$ cat config.mk
export PLATFORM = sky130hd
export DESIGN_NAME = mandel_pixel_source
export DESIGN_NICKNAME = d
export VERILOG_FILES = /design/src/rtl/mandel_pixel_source.sv
export SDC_FILE = /design/constraint.sdc
export NUM_CORES = 1
export LEC_CHECK = 0
export ABC_AREA = 1
export CORE_AREA = 4 4 127 129
export CTS_CLUSTER_SIZE = 40
export DETAILED_ROUTE_END_ITERATION = 10
export DIE_AREA = 0 0 131 133
export DONT_BUFFER_PORTS = 1
export HOLD_SLACK_MARGIN = 0.15
export PLACE_DENSITY = 0.83
export SYNTH_ARGS = -nofsm -noshare
export SYNTH_HDL_FRONTEND = slang
export SYNTH_SLANG_ARGS = --single-unit
$ cat constraint.sdc
create_clock -name pixel_clk -period 3.55 [get_ports pixel_clk]
set_input_delay 0 -clock pixel_clk [delete_from_list [all_inputs] [get_ports pixel_clk]]
set_output_delay 0 -clock pixel_clk [all_outputs]
set_load 0.005 [all_outputs]
$ cat src/rtl/mandel_pixel_source.sv
// ============================================================================
// mandel_pixel_source
//   Raster timing generator, iteration-count FIFO, palette and frame lock for
//   the HDMI/DVI output path.
//   Revision 1.0 - initial release
// ============================================================================
`default_nettype none

module mandel_pixel_source #(
    parameter int H_ACTIVE = 640,
    parameter int H_FRONT  = 16,
    parameter int H_SYNC   = 96,
    parameter int H_BACK   = 48,
    parameter int V_ACTIVE = 480,
    parameter int V_FRONT  = 10,
    parameter int V_SYNC   = 2,
    parameter int V_BACK   = 33,
    parameter int ITER_W   = 8,
    parameter int MAX_ITER = 255,
    parameter int FIFO_AW  = 4
) (
    input  logic              pixel_clk,
    input  logic              reset,
    input  logic              pix_valid,
    output logic              pix_ready,
    input  logic [ITER_W-1:0] pix_iter,
    input  logic              pix_sof,
    output logic [7:0]        red,
    output logic [7:0]        green,
    output logic [7:0]        blue,
    output logic              hsync,
    output logic              vsync,
    output logic              de,
    output logic              frame_start,
    output logic              underflow,
    output logic              locked
);

    localparam int H_TOTAL = H_ACTIVE + H_FRONT + H_SYNC + H_BACK;
    localparam int V_TOTAL = V_ACTIVE + V_FRONT + V_SYNC + V_BACK;
    localparam int HW      = $clog2(H_TOTAL);
    localparam int VW      = $clog2(V_TOTAL);
    localparam int DEPTH   = 2 ** FIFO_AW;
    localparam int EW      = ITER_W + 1;

    localparam logic [HW-1:0]    c_H_ACT    = HW'(H_ACTIVE);
    localparam logic [HW-1:0]    c_HS_BEG   = HW'(H_ACTIVE + H_FRONT);
    localparam logic [HW-1:0]    c_HS_END   = HW'(H_ACTIVE + H_FRONT + H_SYNC);
    localparam logic [HW-1:0]    c_H_LAST   = HW'(H_TOTAL - 1);
    localparam logic [VW-1:0]    c_V_ACT    = VW'(V_ACTIVE);
    localparam logic [VW-1:0]    c_VS_BEG   = VW'(V_ACTIVE + V_FRONT);
    localparam logic [VW-1:0]    c_VS_END   = VW'(V_ACTIVE + V_FRONT + V_SYNC);
    localparam logic [VW-1:0]    c_V_LAST   = VW'(V_TOTAL - 1);
    localparam logic [FIFO_AW:0] c_DEPTH    = (FIFO_AW + 1)'(DEPTH);
    localparam logic [31:0]      c_MAX_ITER = 32'(MAX_ITER);

    typedef enum logic [0:0] {
        ST_WAIT_SOF = 1'b0,
        ST_RUN      = 1'b1
    } state_t;

    logic [HW-1:0] r_h_cnt;
    logic [VW-1:0] r_v_cnt;

    always_ff @(posedge pixel_clk or posedge reset) begin
        if (reset) begin
            r_h_cnt <= '0;
            r_v_cnt <= '0;
        end else if (r_h_cnt == c_H_LAST) begin
            r_h_cnt <= '0;
            r_v_cnt <= (r_v_cnt == c_V_LAST) ? '0 : r_v_cnt + 1'b1;
        end else begin
            r_h_cnt <= r_h_cnt + 1'b1;
        end
    end

    logic w_active, w_at00;
    assign w_active = (r_h_cnt < c_H_ACT) && (r_v_cnt < c_V_ACT);
    assign w_at00   = (r_h_cnt == '0) && (r_v_cnt == '0);

    // FWFT FIFO: full/empty come from the registered count, so a pop never
    // frees a slot (nor a push fills an empty head) within the same cycle.
    logic [EW-1:0]      r_mem [DEPTH];
    logic [FIFO_AW-1:0] r_wr_ptr, r_rd_ptr;
    logic [FIFO_AW:0]   r_count;
    logic               w_full, w_empty, w_push, w_pop;
    logic [EW-1:0]      w_head;
    logic               w_head_sof;

    assign w_full     = (r_count == c_DEPTH);
    assign w_empty    = (r_count == '0);
    assign pix_ready  = !w_full && !reset;
    assign w_push     = pix_valid && pix_ready;
    assign w_head     = r_mem[r_rd_ptr];
    assign w_head_sof = w_head[ITER_W];

    always_ff @(posedge pixel_clk) begin
        if (w_push) begin
            r_mem[r_wr_ptr] <= {pix_sof, pix_iter};
        end
    end

    always_ff @(posedge pixel_clk or posedge reset) begin
        if (reset) begin
            r_wr_ptr <= '0;
            r_rd_ptr <= '0;
            r_count  <= '0;
        end else begin
            if (w_push) r_wr_ptr <= r_wr_ptr + 1'b1;
            if (w_pop)  r_rd_ptr <= r_rd_ptr + 1'b1;
            if (w_push && !w_pop)      r_count <= r_count + 1'b1;
            else if (!w_push && w_pop) r_count <= r_count - 1'b1;
        end
    end

    state_t r_state, w_state_nxt;
    logic   w_show, w_uf;

    always_comb begin
        w_state_nxt = r_state;
        w_pop       = 1'b0;
        w_show      = 1'b0;
        w_uf        = 1'b0;
        case (r_state)
            ST_WAIT_SOF: begin
                if (!w_empty) begin
                    if (!w_head_sof) begin
                        w_pop = 1'b1;
                    end else if (w_at00) begin
                        w_pop       = 1'b1;
                        w_show      = 1'b1;
                        w_state_nxt = ST_RUN;
                    end
                end
            end
            ST_RUN: begin
                if (w_active) begin
                    if (w_empty) begin
                        w_uf = 1'b1;
                    end else if (w_head_sof && !w_at00) begin
                        // leave the sof entry at the head for the next frame
                        w_state_nxt = ST_WAIT_SOF;
                    end else if (!w_head_sof && w_at00) begin
                        w_pop       = 1'b1;
                        w_state_nxt = ST_WAIT_SOF;
                    end else begin
                        w_pop  = 1'b1;
                        w_show = 1'b1;
                    end
                end
            end
            default: w_state_nxt = ST_WAIT_SOF;
        endcase
    end

    logic       r1_de, r1_hs, r1_vs, r1_fs, r1_uf, r1_lock, r1_show;
    logic [7:0] r1_it;
    logic       w_inset;

    assign w_inset = ({24'd0, r1_it} == c_MAX_ITER);

    always_ff @(posedge pixel_clk or posedge reset) begin
        if (reset) begin
            r_state     <= ST_WAIT_SOF;
            r1_de       <= 1'b0;
            r1_hs       <= 1'b1;
            r1_vs       <= 1'b1;
            r1_fs       <= 1'b0;
            r1_uf       <= 1'b0;
            r1_lock     <= 1'b0;
            r1_show     <= 1'b0;
            r1_it       <= '0;
            red         <= '0;
            green       <= '0;
            blue        <= '0;
            hsync       <= 1'b1;
            vsync       <= 1'b1;
            de          <= 1'b0;
            frame_start <= 1'b0;
            underflow   <= 1'b0;
            locked      <= 1'b0;
        end else begin
            r_state     <= w_state_nxt;
            r1_de       <= w_active;
            r1_hs       <= !((r_h_cnt >= c_HS_BEG) && (r_h_cnt < c_HS_END));
            r1_vs       <= !((r_v_cnt >= c_VS_BEG) && (r_v_cnt < c_VS_END));
            r1_fs       <= w_at00;
            r1_uf       <= w_uf;
            r1_lock     <= (w_state_nxt == ST_RUN);
            r1_show     <= w_show;
            r1_it       <= w_head[7:0];
            hsync       <= r1_hs;
            vsync       <= r1_vs;
            de          <= r1_de;
            frame_start <= r1_fs;
            underflow   <= r1_uf;
            locked      <= r1_lock;
            if (r1_show && !w_inset) begin
                red   <= r1_it;
                green <= {r1_it[6:0], 1'b0};
                blue  <= ~r1_it;
            end else begin
                red   <= '0;
                green <= '0;
                blue  <= '0;
            end
        end
    end

endmodule

`default_nettype wire

# After elaboration in Yosys (flattened, before gate mapping)
# Memories as Yosys holds them, arrays and structs flattened.
# Index checks and enable logic that the tools add are counted.
dict set report op_classes {
  magnitude_cmp 6
  eq_ne 4
  reduce_logical 24
  n_mux 29
  addsub 6
  bitwise 2
}
# cell count
set op_table {}
lappend op_table {{8-bit 2-to-1 mux} 3}
lappend op_table {{10-bit by 1-bit adder with 10-bit output, second input constant} 2}
lappend op_table {{10-bit == test, second input constant} 2}
lappend op_table {{10-bit zero test} 2}
lappend op_table {{10-bit < comparator, second input constant} 2}
lappend op_table {{10-bit by 9-bit < comparator with 1-bit output, second input constant} 2}
lappend op_table {{10-bit 2-to-1 mux} 2}
lappend op_table {{1-bit 2-to-1 mux} 19}
lappend op_table {{1-bit logical AND} 11}
lappend op_table {{10-bit >= comparator, second input constant} 1}
lappend op_table {{10-bit by 9-bit >= comparator with 1-bit output, second input constant} 1}
lappend op_table {{5-bit 2-to-1 mux} 2}
lappend op_table {{1-bit zero test} 9}
lappend op_table {{4-bit by 1-bit adder with 4-bit output, second input constant} 2}
lappend op_table {{8-bit == test, second input constant} 1}
lappend op_table {{8-bit inverter} 1}
lappend op_table {{1-bit case mux with 2 select lines} 3}
lappend op_table {{5-bit by 1-bit adder with 5-bit output, second input constant} 1}
lappend op_table {{5-bit == test, second input constant} 1}
lappend op_table {{5-bit zero test} 1}
lappend op_table {{5-bit by 1-bit subtractor with 5-bit output, second input constant} 1}
lappend op_table {{2-bit nonzero test} 1}
lappend op_table {{1-bit inverter} 1}
dict set report totals {
  word_cells 94
  inputBits 12
  ff_bits 78
  n_memories 1
  mem_bits_rw 144
  output_inout_bits 31
}
# memory words word_bits read_ports rd_clocked_by_memory_dff write_ports line_no
set memory_table {}
lappend memory_table {r_mem 16 9 1 0 1 83} ;# logic [EW-1:0] r_mem [DEPTH];

# Longest topological paths before layout
# Gate-level depths: netlist of the first run.
dict set report depth {
  ltp_word 11
  depth_mapped 23
  depth_no_buf 21
}

# Worst setup path after synthesis of the first run
# OpenSTA, ideal clock, no wires.
dict set report synth_timing {
  kind {input -> register}
  from {in reset}
  to {reg r_count[4]}
  path_slack_ns 0.342
  t_required_ns 3.433
  path_buffers 0
  setup_time_ns 0.117
  cell_stages 13
  t_arrival_ns 3.091
  path_cell_list {inv_1 -> nand3_1 -> inv_2 -> ha_1 -> inv_1 -> fa_1 -> nand2_1 -> nand2_1 -> nand2_1 -> a21o_1 -> nand2_1 -> nand2_1 -> nand2_1}
}
dict set report synth_between {
  elab_chain_len 6
  word_cells_on_any_way 8
  cone_classes {1 x mux; 7 x reduce/logical}
}
# element line_no
set synth_lines {}
lappend synth_lines {{start, declared} 23} ;# input logic reset,
lappend synth_lines {{1-bit zero test (no line) *} -}
lappend synth_lines {{1-bit logical AND *} 92} ;# assign pix_ready = !w_full && !reset;
lappend synth_lines {{1-bit logical AND *} 93} ;# assign w_push = pix_valid && pix_ready;
lappend synth_lines {{net w_push} 86} ;# logic w_full, w_empty, w_push, w_pop;
lappend synth_lines {{1-bit zero test} 112} ;# else if (!w_push && w_pop) r_count <= r_count - 1'b1;
lappend synth_lines {{1-bit logical AND} 112}
lappend synth_lines {{2-bit nonzero test (no line)} -}
lappend synth_lines {{end signal, assigned} 111} ;# if (w_push && !w_pop) r_count <= r_count + 1'b1;
lappend synth_lines {{end signal, assigned} 112}
lappend synth_lines {{end, declared} 85} ;# logic [FIFO_AW:0] r_count;
# Mark *: on every way through the listed nets, which the timed path passes. The rest lies on a longest branch.
# A chain may end at the register's enable or synchronous reset.

# Final worst setup path of the first run
dict set report layout_timing {
  from {reg r_rd_ptr[0]}
  to {reg r_count[4]}
}
dict set report layout_between {
  elab_chain_len 9
  word_cells_on_any_way 13
  cone_classes {7 x mux; 5 x reduce/logical; 1 x memory}
}
# element line_no
set layout_lines {}
lappend layout_lines {{start, declared} 84} ;# logic [FIFO_AW-1:0] r_wr_ptr, r_rd_ptr;
lappend layout_lines {{start signal, assigned} 110} ;# if (w_pop) r_rd_ptr <= r_rd_ptr + 1'b1;
lappend layout_lines {{memory read 16 x 9 bit *} -}
lappend layout_lines {{1-bit logical AND} 140} ;# end else if (w_head_sof && !w_at00) begin
lappend layout_lines {{1-bit 2-to-1 mux} 140}
lappend layout_lines {{1-bit 2-to-1 mux} 138} ;# if (w_empty) begin
lappend layout_lines {{1-bit 2-to-1 mux} 137} ;# if (w_active) begin
lappend layout_lines {{1-bit case mux with 2 select lines *} 124} ;# case (r_state)
lappend layout_lines {{1-bit zero test} 111}
lappend layout_lines {{1-bit logical AND} 111}
lappend layout_lines {{5-bit 2-to-1 mux / 2-bit nonzero test (equally long branches)} -}
# Mark *: on every way between the ends. The rest lies on a longest branch, timed or not.

==> results of run 1 <==
==> cell usage after synthesis, types with 5 or more instances <==
| library cell | number | area, sq um |
|---|---|---|
| sky130_fd_sc_hd__edfxtp_1 | 144 | 4320 |
| sky130_fd_sc_hd__nand2_1 | 138 | 518 |
| sky130_fd_sc_hd__inv_1 | 130 | 488 |
| sky130_fd_sc_hd__nand3_1 | 75 | 375 |
| sky130_fd_sc_hd__dfrtp_1 | 66 | 1650 |
| sky130_fd_sc_hd__nor2_1 | 60 | 225 |
| sky130_fd_sc_hd__o211ai_1 | 36 | 270 |
| sky130_fd_sc_hd__a21oi_1 | 26 | 130 |
| sky130_fd_sc_hd__o21ai_0 | 23 | 115 |
| sky130_fd_sc_hd__buf_2 | 19 | 95.1 |
| sky130_fd_sc_hd__ha_1 | 16 | 200 |
| sky130_fd_sc_hd__o211ai_2 | 13 | 163 |
| sky130_fd_sc_hd__o21ai_1 | 11 | 55.1 |
| sky130_fd_sc_hd__nand4_1 | 10 | 62.6 |
| sky130_fd_sc_hd__nor3_1 | 9 | 45.0 |
| sky130_fd_sc_hd__buf_4 | 8 | 60.1 |
| sky130_fd_sc_hd__xor2_1 | 8 | 70.1 |
| sky130_fd_sc_hd__clkbuf_1 | 6 | 22.5 |
| sky130_fd_sc_hd__inv_2 | 5 | 18.8 |
==> worst max-delay path, stage by stage, from the launching register on <==
cell and delay [ps]:
sky130_fd_sc_hd__dfrtp_4 630, sky130_fd_sc_hd__o211ai_1 260, sky130_fd_sc_hd__nand3_1 110, sky130_fd_sc_hd__nand3_1 110, sky130_fd_sc_hd__nand2_1 110, sky130_fd_sc_hd__ha_1 200, sky130_fd_sc_hd__inv_1 50, sky130_fd_sc_hd__nand3_1 80
sky130_fd_sc_hd__nand2_2 130, sky130_fd_sc_hd__nand2_2 80, sky130_fd_sc_hd__ha_1 220, sky130_fd_sc_hd__inv_1 150, sky130_fd_sc_hd__ha_1 290, sky130_fd_sc_hd__nand2_1 100, sky130_fd_sc_hd__nand2_1 50, sky130_fd_sc_hd__nand2_1 80
sky130_fd_sc_hd__a21o_1 120, sky130_fd_sc_hd__nand2_1 40, sky130_fd_sc_hd__nand2_1 50, sky130_fd_sc_hd__nand2_1 50
==> registers in the layout, summed over array words and instances, names as in the netlist, 4 cells and up <==
register	count
r_mem	144
r_v_cnt	10
blue	8
red	8
r1_it	8
r_h_cnt	10
r_wr_ptr	4
r_rd_ptr	4
r_count	5
==> path summary, 6_finish.rpt <==
kind                                          from                 endpoint  slack, ps  depth (start not counted)
hold reg to reg                    r1_de$_DFF_PP0_             de$_DFF_PP0_        350                          0
max in group asynchronous                    reset  r_rd_ptr[0]$_DFFE_PP0P_       2640                          3
setup / recovery           r_rd_ptr[0]$_DFFE_PP0P_   r_count[4]$_DFFE_PP0P_        510                         19
hold / removal                               reset       r1_it[5]$_DFF_PP0_        280                          3
min in group pixel_clk                   pix_valid  r_wr_ptr[0]$_DFFE_PP0P_        330                          3
setup reg to reg           r_rd_ptr[0]$_DFFE_PP0P_   r_count[4]$_DFFE_PP0P_        510                         19
==> metrics by stage <==
step | hold WS (ps) | total power, W | instance area [sq um] | std cells
global route | 327 | 0.00808 | 10300 | 1054
global placement | 99.7 | 0.00514 | 9400 | 1003
finish | 282 | 0.00761 | 10300 | 1054
CTS | 310 | 0.00763 | 10300 | 1054
floorplan | 98.9 | 0.00480 | 9340 | 845
detailed placement | 99.7 | 0.00523 | 9400 | 1003
==> per-layer routing <==
layer | wire, um | share of wire (%) | vias up | GRT usage (%)
met5 | 0 | 0 | - | 0
met4 | 567 | 3.0 | 0 | 8.57
met3 | 1480 | 8.0 | 49 | 3.88
met2 | 9170 | 49 | 254 | 36.7
met1 | 7420 | 40 | 2886 | 29.7
li1 | - | - | 2844 | -
==> cells by family (layout without fill, tap and decap cells) <==
| kind of cell | Yosys count | in the layout | share of synthesized area (%) |
|---|---|---|---|
| xor+xnor | 11 | 11 | 1.03 |
| fa+ha+maj | 17 | 17 | 2.36 |
| simple gates | 309 | 309 | 14.7 |
| flops | 214 | 214 | 65.1 |
| other cells | 1 | 1 | 0.0402 |
| buf+inv | 177 | 198 | 8.26 |
| compound gates | 116 | 116 | 8.47 |
==> area by class of cell <==
| class | count | area share, % |
|---|---|---|
| clock inverter | 5 | 0.560 |
| inverter | 137 | 5.01 |
| timing repair buffer | 21 | 1.80 |
| tap | 188 | 2.29 |
| multi-input combinational | 454 | 24.2 |
| clock buffer | 35 | 6.87 |
| sequential | 214 | 59.3 |
==> timing repair <==
action | in CTS | in global routing
buffers inserted | 0 | 0
hold endpoints to repair | 215 | 0
hold buffers | 11 | 0
==> power groups by stage <==
stage                     registers, W  logic [W]  clock network [W]
after floorplan                0.00309    0.00171                  0
after global routing           0.00320    0.00236            0.00252
after global placement         0.00320    0.00194                  0
after CTS                      0.00317    0.00208            0.00239
final                          0.00317    0.00209            0.00236
after detailed placement       0.00321    0.00202                  0
==> results.md, run 1 <==
STA:
- For the pin with the worst max-slew slack, the measured transition is 1050 ps.
- Static timing analysis puts the maximum clock frequency at 0.329 GHz.
- Dividing the final minimum period by the clock period gives 85.5%.
- Setup violations remaining at the end of the flow were counted as 0.
- Setup repair after global routing left no endpoint under its margin.
- The final setup slack of the worst path is 515 ps.
- On the final layout, the worst clock skew is 16.1 ps.
- The normalized max-slew margin is 29.8%.
- After layout, the minimum clock period comes to 3040 ps.
- The final setup TNS is 0 ps.
- The number of slew-limit violations in the final report came to 0.
- The final-report hold violation count is 0.

Logic synthesis:
- The most used flip-flop cell after synthesis is sky130_fd_sc_hd__edfxtp_1.
- The share of async-settable or async-resettable flops after synthesis is 32.7%.
- Sequential cells were found to cover 65.1% of the synthesized design area.
- The number of warning messages in the yosys log is 0.
- Yosys mapped a number of flops with a built-in enable equal to 144.
- The number of cells produced by synthesis is 845.
- The average cell area after synthesis is 11.0 sq um.
- The number of nets handed over by synthesis was 874.
- Counting distinct cell types in the post-synthesis netlist gives 39.
- The number of synthesized register bits is 214.
- The post-synthesis cell area is 9340 sq um.

Cells and area:
- The number of fill cells in the layout is 1016.
- The final cell utilization of the core is 68.3%.
- The layout net count is 879.
- The area added between synthesis and finish is 9.98%.
- The number of inserted diodes is 0.
- Leaving out fill and tap cells, the most frequent cell in the layout is sky130_fd_sc_hd__edfxtp_1.
- The area occupied by registers is 6090 sq um.
- In the final layout, the share of cells above drive strength 1 is 9.93%.
- The multi-input gate area in the final layout is 2480 sq um.
- The top cell types in the final layout, fill and taps aside, are 144 x sky130_fd_sc_hd__edfxtp_1, 138 x sky130_fd_sc_hd__nand2_1, 129 x sky130_fd_sc_hd__inv_1.

GRT:
- The via count of the first global-routing pass is 6062.
- The first global-routing pass estimated 30600 um of wire.
- The initial antenna violation count came to 0.
- Entering global routing, the biggest net connects 73 pins.
- For this run, the total global-route usage over all layers was measured as 22.4%.
- The total overflow reported by the global router is 0.

Hold path:
- The type of the tightest min-delay check is in2async.

Floorplanning:
- In this run the count of I/O pins placed on the die edge is 43.
- The floorplan has 45 rows.
- The initial core utilization is 62.1%.
- The core region is 15000 sq um.
- The die boundary width is 131 um.
- From bottom edge to top edge, the die measures 133 um.
- The floorplan step defined a die boundary enclosing 17400 sq um.

Drt:
- The count of nets left with antenna violations after detail routing is 0.
- The number of vias in the routed layout is 6033.
- After detailed routing, the average wire length per cell comes to 17.7 um.
- The final wirelength is 18600 um.
- In the routed design, unresolved DRC markers number 0.
- The pre-antenna-repair detailed-routing pass consisted of 5 iterations.
- After the first detailed-routing iteration, the DRC count stood at 545.
- After detailed routing, the number of vias per cell comes to 5.72.

Run status:
- The run finished with clean final reports.

Clock tree:
- The clock transition time at the flip-flop clock pins of the worst setup and hold paths is 60 ps.
- The tree is rooted in a sky130_fd_sc_hd__clkbuf_16.
- The insertion delay of the later-clocked pin in the worst-skew pair is 500 ps.
- The number of cells upsized or downsized after cts is 0.
- The total clock sinks is 214.
- The number of buffers inserted during clock tree synthesis is 22.
- The number of buffers on the longest clock path is 3.
- The total number of H-tree levels is 1.
- The TritonCTS clock tree is built.

Power and ir drop:
- The share of total power in sequential cells is 41.6%.
- Power spread over the standard cell area amounts to 741 nW/um^2.
- Net switching is 33.3% of the power.
- The share of total power dissipated in the clock network is 31.0%.
- For this design the static power due to leakage is 4.28 nW.
- In this run, the combinational gates consume 27.4% of the power.
- The worst-case IR drop observed on VDD is 0.506 mV.
- The power dissipated by switching net loads is 0.00253 W.
- The internal power contribution is 0.00508 W.

Placed design:
- The HPWL after detailed placement is 11500 um.
- The number of I/O port buffers is 0.
- Timing analysis after detailed placement gives a worst setup slack of 585 ps.
- The final weighted congestion in routability-driven placement is 0.904.

Setup path:
- The class of the most critical setup path is reg2reg.
- The data required time of the critical path is 3930 ps.
- The largest driver fanout on the critical path is 38.
- The startpoint type of the worst setup path is a flop.
- The arrival time at the worst endpoint is 3420 ps.
- The category of the worst setup path capture point is a flop.

Run:
- Max-cap violations in this run came to 0.
(Power assumes the default switching activity.)
==> inputs of run 2 (changes only) <==
--- a/config.mk
+++ b/config.mk
@@ -12,7 +12,7 @@
 export DIE_AREA = 0 0 131 133
 export DONT_BUFFER_PORTS = 1
 export HOLD_SLACK_MARGIN = 0.15
-export PLACE_DENSITY = 0.83
+export PLACE_DENSITY_LB_ADDON = 0.05
 export SYNTH_ARGS = -nofsm -noshare
 export SYNTH_HDL_FRONTEND = slang
 export SYNTH_SLANG_ARGS = --single-unit
==> results.md, run 2 (synthesized netlist as in run 1, its figures left out) <==
Run status:
- The flow ran to the end, and the final reports show no timing, DRC or antenna violations.

Power and ir drop:
- For this design the static power due to leakage is 4.26 nW.
- IR analysis of the VDD net gives a maximum drop of 0.593 mV.
- The total power divided by cell area is 724 nW/um^2.

Clock tree:
- Clock-pin slew was measured on the worst setup and hold paths at 60 ps.
- The number of buffers on the longest clock path is 3.
- Gates resized during post-CTS repair numbered 0.
- The number of buffers inserted during clock tree synthesis is 22.
- The total number of H-tree levels is 1.
- The cell sitting at the root of the clock tree is a sky130_fd_sc_hd__clkbuf_16.
- In this run the post-CTS setup repair buffer count came out at 0.
- The total clock sinks is 214.
- TritonCTS built the clock tree.
- The insertion delay of the later-clocked pin in the worst-skew pair is 500 ps.

GRT:
- The via count of the first global-routing pass is 5696.
- The pin count of the biggest net entering global routing is 53.
- The initial antenna violation count is 1.
- Across every metal layer, demand over resource in global routing totals 22.8%.
- After global routing the overflow that remains totals 0.
- The first global-routing pass estimated 30700 um of wire.

Cells and area:
- The largest register by flop count is r_mem.
- The post-route netlist has 10.0% of its cells at a drive strength greater than 1.
- The area added between synthesis and finish is 9.27%.
- In the final design database the tool counted 882 nets.
- In the layout the commonest cells are 144 x sky130_fd_sc_hd__edfxtp_1, 138 x sky130_fd_sc_hd__nand2_1, 129 x sky130_fd_sc_hd__inv_1.
- The number of inserted diodes is 0.
- The largest registers in the layout are r_mem x144, r_h_cnt x10, r_v_cnt x10.
- The register with the most flip-flops in the layout has 144 of them.
- Leaving out fill and tap cells, the most frequent cell in the layout is sky130_fd_sc_hd__edfxtp_1.

Setup path:
- The class of the most critical setup path is reg2reg.
- STA classifies the critical path endpoint as a flop.
- The arrival time at the worst endpoint is 3490 ps.
- The largest driver fanout on the critical path is 47.
- For the worst setup path, the data required time is 3950 ps.
- The startpoint type of the worst setup path is a flop.

Floorplanning:
- The die covers 17400 sq um.
- The die outline height is 133 um.
- The die is 131 um wide.
- During I/O placement, the number of pins put on the boundary was 43.
- The initial core utilization is 62.1%.
- The number of cell rows is 45.
- In this run the standard cell core region covers 15000 sq um.

Drt:
- The first-pass iteration count of the detailed router is 5.
- After detailed routing, the total wire length is 19200 um.
- The mean routed wirelength per cell is 18.2 um.
- The DRC violation count after routing is 0.
- Once detail routing completed, the nets flagged for antenna violations numbered 0.
- The post-detailed-route via-to-cell ratio is 5.57.
- The detailed router finished its first iteration with 639 violations.
- Across all layers, the routed design uses 5888 vias.

Run:
- The count of maximum capacitance violations is 0.

STA:
- Derived from the worst setup path, the maximum achievable clock frequency is 0.324 GHz.
- The final worst clock skew is 6.85 ps.
- The slew at the pin closest to its max-slew limit is 1020 ps.
- Final hold analysis gives a worst-case slack of 314 ps.
- For the final routed database, the setup TNS stands at 0 ps.
- The number of slew-limit violations in the final report is 0.
- Headroom to the max-slew limit came out at 31.5%.
- The worst path in the final design needs a cycle of 3090 ps, including I/O delays and setup.
- The final cycle utilization of the critical path is 87.0%.
- Setup repair after global routing left no endpoint under its margin.
- Setup violations remaining at the end of the flow were counted as 0.
- The final-report hold violation count is 0.

Placed design:
- The number of I/O port buffers is 0.
- The congestion estimate from routability-driven global placement came to 0.845.
- After legalization and detailed placement, the total HPWL measured 12800 um.

Hold path:
- The type of the tightest min-delay check is in2reg.
[run 2: final cells by class]
| class | count | area [sq um] |
|---|---|---|
| Clock buffer | 32 | 633 |
| Inverter | 137 | 514 |
| Multi-Input combinational cell | 454 | 2480 |
| Timing Repair Buffer | 24 | 210 |
| Tap cell | 188 | 235 |
| Fill cell | 1114 | 4830 |
| Clock inverter | 8 | 38.8 |
| Sequential cell | 214 | 6090 |
[run 2: repair_timing]
| item | in CTS | in global routing |
|---|---|---|
| hold endpoints to repair | 218 | 0 |
| hold buffers | 12 | 0 |
| setup endpoints to repair | 0 | 0 |
[run 2: per-stage QoR]
step           instances  cell area, sq um  setup slack [ps]  utilization [%]  total power, W
3_5_place_dp        1005              9410               464             62.6         0.00525
5_1_grt             1057             10200               149             67.9         0.00785
2_1_floorplan        845              9340               342                -         0.00480
3_3_place_gp        1005              9410               590             62.6         0.00518
4_1_cts             1057             10200               453             67.9         0.00742
6_report            1057             10200               460             67.9         0.00739
[run 2: report_power, final]
| group | internal [W] | switching, W | leakage (nW) | total [W] |
|---|---|---|---|---|
| Clock | 0.00124 | 0.000909 | 0.338 | 0.00215 |
| Sequential | 0.00293 | 0.000287 | 2.19 | 0.00321 |
| Combinational | 0.000703 | 0.00132 | 1.73 | 0.00203 |
[run 2: critical path, stage by stage, from the launching register on]
cell                       delay [ps]
sky130_fd_sc_hd__dfrtp_4          750
sky130_fd_sc_hd__nand2_1          140
sky130_fd_sc_hd__o211ai_1         110
sky130_fd_sc_hd__nand3_1          100
sky130_fd_sc_hd__nand3_1          100
sky130_fd_sc_hd__nand2_1          110
sky130_fd_sc_hd__ha_1             190
sky130_fd_sc_hd__inv_1             50
sky130_fd_sc_hd__nand3_1           80
sky130_fd_sc_hd__nand2_2          140
sky130_fd_sc_hd__nand2_2          100
sky130_fd_sc_hd__ha_1             220
sky130_fd_sc_hd__inv_1            130
sky130_fd_sc_hd__ha_1             280
sky130_fd_sc_hd__nand2_1          100
sky130_fd_sc_hd__nand2_1           50
sky130_fd_sc_hd__nand2_1           70
sky130_fd_sc_hd__a21o_1           110
sky130_fd_sc_hd__nand2_1           40
sky130_fd_sc_hd__nand2_1           50
sky130_fd_sc_hd__nand2_1           40
[run 2: worst paths after layout]
check                           slack [ps]  cells after the start                    start                 endpoint
worst max-delay path                   460                     20  r_rd_ptr[0]$_DFFE_PP0P_   r_count[4]$_DFFE_PP0P_
worst min-delay path                   310                      3                pix_valid  r_wr_ptr[0]$_DFFE_PP0P_
worst max register to register         460                     20  r_rd_ptr[0]$_DFFE_PP0P_   r_count[4]$_DFFE_PP0P_
worst min register to register         350                      0          r1_vs$_DFF_PP1_          vsync$_DFF_PP1_
max in group asynchronous             1950                      5                    reset  r_rd_ptr[0]$_DFFE_PP0P_
min in group asynchronous              700                      4                    reset     r_h_cnt[7]$_DFF_PP0_
[run 2: per-layer routing]
| layer | track usage [%] | wire [um] |
|---|---|---|
| met5 | 0 | 7 |
| met4 | 6.51 | 522 |
| met3 | 4.08 | 1030 |
| met2 | 36.5 | 9270 |
| met1 | 32.0 | 8390 |
==> inputs of run 3 (changes only) <==
--- a/config.mk
+++ b/config.mk
@@ -13,6 +13,7 @@
 export DONT_BUFFER_PORTS = 1
 export HOLD_SLACK_MARGIN = 0.15
 export PLACE_DENSITY_LB_ADDON = 0.05
+export RECOVER_POWER = 50
 export SYNTH_ARGS = -nofsm -noshare
 export SYNTH_HDL_FRONTEND = slang
 export SYNTH_SLANG_ARGS = --single-unit
==> results.md, run 3 (synthesized netlist as in run 1, its figures left out) <==
Clock tree:
- The number of clock buffers added by TritonCTS is 22.
- CTS built an H-tree with a depth of 1.
- The number of buffers inserted for hold repair after clock tree synthesis is 12.
- The clock root buffer is sky130_fd_sc_hd__clkbuf_16.
- The later pin in the worst-skew pair is clocked with a latency of 500 ps.
- Post-CTS timing repair inserted 0 buffers for setup.
- After clock tree synthesis, the clock-pin slew on the worst setup and hold paths is 60 ps.
- The TritonCTS clock tree is built.
- Gates resized during post-CTS repair numbered 0.
- The clock passes through at most 3 buffers.
- The total clock sinks is 214.

Setup path:
- The class of the most critical setup path is reg2reg.
- STA classifies the critical path endpoint as a flop.
- For the worst setup path, the data arrival time is 3510 ps.
- The most common cell type on the critical path is sky130_fd_sc_hd__nand2_1.
- STA puts the critical path data required time at 3950 ps.
- The instance count on the critical path is 20.
- The largest single stage delay on the critical path is 750 ps.
- In this design, the largest share of critical-path delay is due to simple AND/OR/NAND/NOR gates.
- Counting both buffers and inverters, the worst setup path holds a total of 2.
- In this run the register-to-register setup slack is 430 ps.
- The signal on the critical path passes through nand2_1 -> o211ai_1 -> nand3_1 -> nand3_1 -> nand2_1 -> ha_1 -> inv_1 -> nand3_1 -> nand2_2 -> nand2_2 -> ha_1 -> inv_1 -> ha_1 -> nand2_1 -> nand2_1 -> nand2_1 -> a21o_1 -> nand2_1 -> nand2_1 -> nand2_1.
- The count of cells along the worst register-to-register path is 20.
- In this run the critical register-to-register path is launched from r_rd_ptr[0]$_DFFE_PP0P_.
- The startpoint type of the worst setup path is a flop.
- Of all nets on the critical path, the largest fanout is 47.
- In this run the critical register-to-register path is captured at r_count[4]$_DFFE_PP0P_.
- Among all stages on the critical path, the largest delay is contributed by sky130_fd_sc_hd__dfrtp_4.

GRT:
- Global routing used 22.8% of the available tracks across all layers.
- The total overflow reported by the global router is 0.
- The initial antenna violation count is 1.
- The via count of the first global-routing pass came to 5696.
- The wire length of the first global-routing pass is 30700 um.
- The pin count of the biggest net entering global routing is 53.

Cells and area:
- The count of placed standard cells in the final layout, fillers left out is 1057.
- The number of antenna diodes in the final layout is 0.
- The largest registers in the layout are r_mem x144, r_h_cnt x10, r_v_cnt x10.
- The largest register by flop count is r_mem.
- The flip-flop count of the largest register, all copies and words added is 144.
- The layout net count is 882.
- The ratio of cells with drive above 1 in the final layout is 9.21%.
- The number of fill cells in the layout is 1118.
- The area added between synthesis and finish is 9.10%.
- The top cell types in the final layout, fill and taps aside, are 144 x sky130_fd_sc_hd__edfxtp_1, 138 x sky130_fd_sc_hd__nand2_1, 130 x sky130_fd_sc_hd__inv_1.
- Leaving out fill and tap cells, the most frequent cell in the layout is sky130_fd_sc_hd__edfxtp_1.
- The final non-filler cell area is 10200 sq um.

Floorplanning:
- The die outline height is 133 um.
- The die boundary width is 131 um.
- Pin placement for this block handled 43 I/O pins.
- After floorplanning, the core was sized to cover 15000 sq um.
- For this configuration, the core starts out at a cell density of 62.1%.
- The area of the die is 17400 sq um.
- The number of cell rows is 45.

STA:
- For the pin with the worst max-slew slack, the measured transition is 1600 ps.
- The number of slew-limit violations in the final report came to 29.
- The maximum achievable frequency is 0.321 GHz.
- Summed over all failing endpoints, the final setup total negative slack is 0 ps.
- The minimum clock period after layout is 3120 ps.
- Setup repair after global routing left no endpoint under its margin.
- The final worst clock skew is 7.63 ps.
- The final-report hold violation count is 0.
- The normalized max-slew margin is -6.41%.
- The final cycle utilization of the critical path is 87.8%.
- The setup violation total in the final timing report is 0.

Drt:
- Once detail routing completed, the nets flagged for antenna violations numbered 0.
- The final wirelength is 19200 um.
- The DRC violation count after routing is 0.
- The first detailed-routing pass took 5 iterations.
- The post-detailed-route via-to-cell ratio is 5.59.
- Dividing the detail-routed wire length by the instance count gives 18.2 um.
- The initial DRC count is 641.
- The number of vias in the routed layout is 5907.

Power and ir drop:
- Power spread over the standard cell area amounts to 726 nW/um^2.
- The total design power is 0.00739 W.
- For this design the static power due to leakage is 4.26 nW.
- The maximum vdd drop is 0.595 mV.

Run status:
- The final reports fail on capacitance limit, slew limit.
- The flow ran to the end, but the final reports show violations.

Placed design:
- The final weighted congestion in routability-driven placement is 0.845.
- The number of placed instances, taps included is 1005.
- Summing all placed instances gives a cell area of 9410 sq um.
- The number of I/O port buffers is 0.
- Detailed placement ended at an HPWL of 12800 um.

Hold path:
- The endpoint of the worst hold-timing path is r_wr_ptr[0]$_DFFE_PP0P_.
- The worst hold path passes through 3 cells.
- The worst hold path begins at pix_valid.
- The type of the tightest min-delay check is in2reg.

Run:
- The count of maximum capacitance violations is 1.
run 3: final cells by class:
| type | instances | area, sq um | area share [%] |
|---|---|---|---|
| Sequential cell | 214 | 6090 | 59.7 |
| Timing Repair Buffer | 24 | 206 | 2.03 |
| Tap cell | 188 | 235 | 2.31 |
| Clock buffer | 32 | 633 | 6.22 |
| Clock inverter | 8 | 38.8 | 0.381 |
| Multi-Input combinational cell | 454 | 2470 | 24.3 |
| Inverter | 137 | 514 | 5.05 |
run 3: power by group:
group | leakage [nW] | switching [W] | internal, W | total (W)
registers | 2.19 | 0.000288 | 0.00293 | 0.00321
clock network | 0.338 | 0.000910 | 0.00124 | 0.00215
logic | 1.73 | 0.00133 | 0.000703 | 0.00203
run 3: layer usage:
| metal | global-route usage (%) | routed length, um | vias to the layer above |
|---|---|---|---|
| met3 | 4.08 | 1110 | 42 |
| li1 | - | - | 2844 |
| met4 | 6.51 | 537 | 2 |
| met5 | 0 | 7 | - |
| met2 | 36.5 | 9280 | 179 |
| met1 | 32.0 | 8280 | 2840 |
run 3: how the worst max path moves through the flow:
stage | start | to | slack (ps)
3_3_place_gp | r_rd_ptr[0]$_DFFE_PP0P_ | r_count[4]$_DFFE_PP0P_ | 590
3_5_place_dp | r_rd_ptr[0]$_DFFE_PP0P_ | r_count[4]$_DFFE_PP0P_ | 460
6_report | r_rd_ptr[0]$_DFFE_PP0P_ | r_count[4]$_DFFE_PP0P_ | 430
2_1_floorplan | reset | r_count[4]$_DFFE_PP0P_ | 340
4_1_cts | r_rd_ptr[0]$_DFFE_PP0P_ | r_count[4]$_DFFE_PP0P_ | 450
5_1_grt | r_rd_ptr[0]$_DFFE_PP0P_ | r_count[4]$_DFFE_PP0P_ | 150
run 3: worst reg2reg max path: stages, from the launching register on:
cell,delay (ps)
sky130_fd_sc_hd__dfrtp_4,750
sky130_fd_sc_hd__nand2_1,150
sky130_fd_sc_hd__o211ai_1,120
sky130_fd_sc_hd__nand3_1,100
sky130_fd_sc_hd__nand3_1,100
sky130_fd_sc_hd__nand2_1,110
sky130_fd_sc_hd__ha_1,190
sky130_fd_sc_hd__inv_1,50
sky130_fd_sc_hd__nand3_1,80
sky130_fd_sc_hd__nand2_2,140
sky130_fd_sc_hd__nand2_2,100
sky130_fd_sc_hd__ha_1,220
sky130_fd_sc_hd__inv_1,130
sky130_fd_sc_hd__ha_1,280
sky130_fd_sc_hd__nand2_1,100
sky130_fd_sc_hd__nand2_1,50
sky130_fd_sc_hd__nand2_1,70
sky130_fd_sc_hd__a21o_1,110
sky130_fd_sc_hd__nand2_1,40
sky130_fd_sc_hd__nand2_1,50
sky130_fd_sc_hd__nand2_1,40
run 3: stage by stage:
step | setup slack [ps] | util, % | hold slack (ps)
final | 435 | 67.8 | 315
after floorplan | 342 | - | 98.9
after CTS | 453 | 67.9 | 320
after global routing | 149 | 67.8 | 321
after detailed placement | 464 | 62.6 | 86.2
after global placement | 590 | 62.6 | 87.7
